`config.mk`:
```
export PLATFORM = sky130hd
export DESIGN_NAME = mem_port_arbiter
export DESIGN_NICKNAME = d
export VERILOG_FILES = /design/src/rtl/mem_port_arbiter.sv
export SDC_FILE = /design/constraint.sdc
export NUM_CORES = 1
export LEC_CHECK = 0
export CORE_MARGIN = 1
export CORE_UTILIZATION = 43
export CTS_CLUSTER_SIZE = 25
export DETAILED_ROUTE_END_ITERATION = 8
export PLACE_DENSITY = 0.87
export SLEW_MARGIN = 20
export SYNTH_ARGS = -nofsm -noshare
export SYNTH_HDL_FRONTEND = slang
export SYNTH_SLANG_ARGS = --single-unit
```
`constraint.sdc`:
```
create_clock -name clk -period 5.1 [get_ports clk]
set_clock_uncertainty 0.2 [all_clocks]
set_input_delay 0.765 -clock clk [delete_from_list [all_inputs] [get_ports clk]]
set_output_delay 0.765 -clock clk [all_outputs]
set_load 0.01 [all_outputs]
```
`src/rtl/mem_port_arbiter.sv`:
```
// mem_port_arbiter
//   Shares one single-port synchronous memory between the CPU and a
//   debug/loader port. Each access is sequenced as IDLE -> GNT (-> RD for
//   reads) -> IDLE. When both requesters are eligible, the grant alternates
//   between them.
//
// Ports
//   clk, reset                     clock (rising edge), async active-low reset
//   cpu_req/we/addr/wdata          CPU request (held until cpu_gnt)
//   cpu_gnt, cpu_rvalid            CPU grant pulse / read-data-valid pulse
//   dbg_req/we/addr/wdata          debug request (held until dbg_gnt)
//   dbg_lock                       locks the CPU out of arbitration
//   dbg_gnt, dbg_rvalid            debug grant pulse / read-data-valid pulse
//   rdata                          registered read data, shared
//   mem_en/we/addr/wdata           registered memory command
//   mem_rdata                      memory read data, valid one cycle after a read
//   busy                           high whenever an access is in progress
module mem_port_arbiter #(
    parameter int ADDR_W = 8,
    parameter int DATA_W = 16
) (
    input  logic              clk,
    input  logic              reset,
    input  logic              cpu_req,
    input  logic              cpu_we,
    input  logic [ADDR_W-1:0] cpu_addr,
    input  logic [DATA_W-1:0] cpu_wdata,
    output logic              cpu_gnt,
    output logic              cpu_rvalid,
    input  logic              dbg_req,
    input  logic              dbg_we,
    input  logic [ADDR_W-1:0] dbg_addr,
    input  logic [DATA_W-1:0] dbg_wdata,
    input  logic              dbg_lock,
    output logic              dbg_gnt,
    output logic              dbg_rvalid,
    output logic [DATA_W-1:0] rdata,
    output logic              mem_en,
    output logic              mem_we,
    output logic [ADDR_W-1:0] mem_addr,
    output logic [DATA_W-1:0] mem_wdata,
    input  logic [DATA_W-1:0] mem_rdata,
    output logic              busy
);

    typedef enum logic [1:0] {
        IDLE = 2'd0,
        GNT  = 2'd1,
        RD   = 2'd2
    } state_t;

    // Requester identity, used for both owner and last_gnt.
    localparam logic OWN_CPU = 1'b0;
    localparam logic OWN_DBG = 1'b1;

    state_t            state_q, state_d;
    logic              last_gnt_q, last_gnt_d;
    logic              owner_q, owner_d;
    logic              mem_en_q, mem_en_d;
    logic              mem_we_q, mem_we_d;
    logic [ADDR_W-1:0] mem_addr_q, mem_addr_d;
    logic [DATA_W-1:0] mem_wdata_q, mem_wdata_d;
    logic              cpu_gnt_q, cpu_gnt_d;
    logic              dbg_gnt_q, dbg_gnt_d;
    logic              cpu_rvalid_q, cpu_rvalid_d;
    logic              dbg_rvalid_q, dbg_rvalid_d;
    logic [DATA_W-1:0] rdata_q, rdata_d;

    logic cpu_elig;
    logic dbg_elig;
    logic pick_dbg;

    assign cpu_elig = cpu_req & ~dbg_lock;
    assign dbg_elig = dbg_req;
    // Debug wins when it is alone, or on a tie when the CPU had the last grant.
    assign pick_dbg = dbg_elig & (~cpu_elig | (last_gnt_q == OWN_CPU));

    always_comb begin
        state_d      = state_q;
        last_gnt_d   = last_gnt_q;
        owner_d      = owner_q;
        mem_en_d     = 1'b0;
        mem_we_d     = 1'b0;
        mem_addr_d   = mem_addr_q;
        mem_wdata_d  = mem_wdata_q;
        cpu_gnt_d    = 1'b0;
        dbg_gnt_d    = 1'b0;
        cpu_rvalid_d = 1'b0;
        dbg_rvalid_d = 1'b0;
        rdata_d      = rdata_q;

        case (state_q)
            IDLE: begin
                if (cpu_elig | dbg_elig) begin
                    state_d    = GNT;
                    mem_en_d   = 1'b1;
                    owner_d    = pick_dbg;
                    last_gnt_d = pick_dbg;
                    if (pick_dbg) begin
                        mem_we_d    = dbg_we;
                        mem_addr_d  = dbg_addr;
                        mem_wdata_d = dbg_wdata;
                        dbg_gnt_d   = 1'b1;
                    end else begin
                        mem_we_d    = cpu_we;
                        mem_addr_d  = cpu_addr;
                        mem_wdata_d = cpu_wdata;
                        cpu_gnt_d   = 1'b1;
                    end
                end
            end
            GNT: begin
                // The write commits at the end of this cycle; a read still
                // needs one cycle for the memory to return data.
                state_d = mem_we_q ? IDLE : RD;
            end
            RD: begin
                rdata_d      = mem_rdata;
                cpu_rvalid_d = (owner_q == OWN_CPU);
                dbg_rvalid_d = (owner_q == OWN_DBG);
                state_d      = IDLE;
            end
            default: begin
                state_d = IDLE;
            end
        endcase
    end

    always_ff @(posedge clk or negedge reset) begin
        if (!reset) begin
            state_q      <= IDLE;
            last_gnt_q   <= OWN_DBG;   // CPU wins the first tie
            owner_q      <= OWN_CPU;
            mem_en_q     <= 1'b0;
            mem_we_q     <= 1'b0;
            mem_addr_q   <= '0;
            mem_wdata_q  <= '0;
            cpu_gnt_q    <= 1'b0;
            dbg_gnt_q    <= 1'b0;
            cpu_rvalid_q <= 1'b0;
            dbg_rvalid_q <= 1'b0;
            rdata_q      <= '0;
        end else begin
            state_q      <= state_d;
            last_gnt_q   <= last_gnt_d;
            owner_q      <= owner_d;
            mem_en_q     <= mem_en_d;
            mem_we_q     <= mem_we_d;
            mem_addr_q   <= mem_addr_d;
            mem_wdata_q  <= mem_wdata_d;
            cpu_gnt_q    <= cpu_gnt_d;
            dbg_gnt_q    <= dbg_gnt_d;
            cpu_rvalid_q <= cpu_rvalid_d;
            dbg_rvalid_q <= dbg_rvalid_d;
            rdata_q      <= rdata_d;
        end
    end

    assign cpu_gnt    = cpu_gnt_q;
    assign dbg_gnt    = dbg_gnt_q;
    assign cpu_rvalid = cpu_rvalid_q;
    assign dbg_rvalid = dbg_rvalid_q;
    assign rdata      = rdata_q;
    assign mem_en     = mem_en_q;
    assign mem_we     = mem_we_q;
    assign mem_addr   = mem_addr_q;
    assign mem_wdata  = mem_wdata_q;
    assign busy       = (state_q != IDLE);

endmodule
```
==> metrics.txt <==
status finished clean; xor and xnor area share after synthesis 0%; die extent in x ~76 um; final setup fails 0; area grow syn2layout 54.5%; Num CTS Buffers 5; Hold EP state_q[1]; I/O Pins 118; mux cell area share after synthesis 7.73%; Global Route Usage Sum roughly 22%; global-route wire length before repair between 9 and 10 mm; Min-Delay Path Depth 1; Compound-Gate Fraction of Synth Area 24.1%; cell count after synthesis 198; Die Ht 75.6 um; Initial Util between 40% and 50%; Synth area leader dfrtp_1; detailed-route vias per instance approximately 5.4; CP endpoint kind flop; Post-synth EDFFs 0; Final period util around three fifths; Setup TNS Final 0 ns; clk_lat worst skew 0.29 ns; top cells by count, synth dfrtp_1 (49), a221oi_1 (18), a2bb2oi_1 (18), and2_1 (18), o21ai_0 (18); dpl hpwl roughly 4.2 mm; Site Rows 26; simple-gate portion of the synthesized area 7.89%; Die ar. between 5000 and 6000 um2; post-CTS setup buffer count 0; FF+latch count, synth 50; CTS tree done; largest net degree at the start of global routing 51; routed wire length between 6 and 7 mm; diode count 0; Post-CTS Hold Buffers 0; Post-CTS Resized 0; Post-DRT Antenna Nets 0; Placer Congestion 0.740; Peak VDD IR 0.000249 V; R2R Setup Slk 3.06 ns; Num Clock Sinks 50; syn_area_per_cell 11.8 um2; Final Hold Fails 0; min cycle time layout 2.98 ns; crit path kind input pin to flop; ys async rst share between 90% and 100%; Syn. warnings 0; Mapped Area roughly 2300 um2; 1st-pass router iterations 4; Synth Area in Adders 0%; max-slew violations 0; top post-synthesis cells by area dfrtp_1 (53%), mux2_2 (7.7%), a221oi_1 (6.8%); DRC violations left 0; clock root buffer clkbuf_8; core area around 5200 um2; Congestion Overflow GR 0; FF-to-FF End mem_wdata[14]; CP required 5.07 ns; RSZ-0062 raised after global routing false; initial antenna violation count 0; largest family of logic cells by synthesized area compound AO/OA/AOI/OAI gates; DR iter-0 viols 83; Vias 2017; worst hold start mem_we; wire length per cell 16.2 um; CP Max Fanout 39; Clock Path Buffers 2; Worst Reg2Reg Path Length in Cells 3; number of global-route vias before repair 2019; worst slew pin tran 1.03 ns; Worst R2R Start last_gnt_q; most common cell in the netlist dfrtp_1; CP arrival about 3.0 ns; pwr dens 545 nW/um2; max_cap viols 0; Synth top area share 52.6%; worst hold slack 0.229 ns; most common flop cell mapped by yosys dfrtp_1; Distinct cells, synth 28; Leak around 1.5 nW; fmax 0.335 GHz; crit path launch type input pin; Worst-path clk slew 0.09 ns; share of layout cells above drive strength 1 10.2%; Final Net Count 374; # port buffers 117; sequential area share after synthesis between 50% and 60%; HP Class flop to flop; max_slew headroom 31.1%; syn nets around 270; H-tree Lvls 2
[routing by layer]
metal | global-route usage [%] | vias to the layer above | wire length (um)
li1 | - | 949 | -
met1 | 26.0 | 959 | 2520
met2 | 39.0 | 102 | 2940
met3 | 3.97 | 7 | 548
met4 | 6.58 | 0 | 66
met5 | 0 | - | 0
[cells by family after synthesis]
family                 Yosys count
and+or+nand+nor                 28
AOI/OAI and AO/OA               72
muxes                           16
DFF                             50
buffers and inverters           32
[critical path, stage by stage]
cell	delay (ns)
clkdlybuf4s50_1	0.41
buf_4	0.21
inv_1	0.77
a21o_4	0.31
clkinv_2	0.26
a2bb2oi_1	0.21
[metrics by stage]
step           cells  power [mW]  cell area [um2]  setup slack [ns]  utilization (%)
6_report         374        1.96             3600              2.12             69.6
5_1_grt          374        2.09             3600              1.97             69.6
4_1_cts          374        1.98             3600              2.14             69.6
2_1_floorplan    198        1.22             2330              3.08                -
3_3_place_gp     366        1.67             3490              1.90             67.5
3_5_place_dp     366        1.71             3490              1.83             67.5
[final cells by class]
class / count / area [um2]
Multi-Input combinational cell: 116 / 927
Clock inverter: 3 / 40.0
Sequential cell: 50 / 1250
Inverter: 11 / 42.5
Fill cell: 380 / 1570
Tap cell: 70 / 87.6
Clock buffer: 5 / 68.8
Timing Repair Buffer: 119 / 1180
[flip-flops by register name, summed over array words and instances, names as in the netlist]
| signal | flops |
|---|---|
| dbg_rvalid | 1 |
| mem_we | 1 |
| mem_wdata | 16 |
| cpu_rvalid | 1 |
| rdata | 16 |
| last_gnt_q | 1 |
| dbg_gnt | 1 |
| owner_q | 1 |
| mem_addr | 8 |
| mem_en | 1 |
| state_q | 2 |
| cpu_gnt | 1 |
[layout by cell type, fill, tap and decap left out, drive strengths merged, types with 3 or more instances in the layout]
cell,netlist,routed
inv,10,10
clkinv,1,3
a2bb2oi,18,18
a221oi,18,18
buf,12,3
dfrtp,49,49
clkdlybuf4s50,0,116
a2111oi,6,6
a221o,6,6
and2,18,18
clkbuf,9,5
a21o,3,3
mux2,16,16
o21ai,19,19
[worst max-delay path by stage]
stage	start	to
3_5_place_dp	dbg_req	mem_wdata[6]
3_3_place_gp	dbg_req	mem_wdata[10]
6_report	dbg_req	mem_wdata[12]
2_1_floorplan	dbg_lock	mem_addr[5]
4_1_cts	dbg_req	mem_wdata[12]
5_1_grt	dbg_req	mem_addr[7]
[power breakdown]
| group | internal, mW | leakage, nW | total [mW] | switching, mW |
|---|---|---|---|---|
| sequential | 0.594 | 0.589 | 0.699 | 0.106 |
| clock | 0.144 | 0.0579 | 0.267 | 0.123 |
| combinational | 0.595 | 0.824 | 0.997 | 0.402 |
Note: power is estimated with default switching activity, not from simulation.
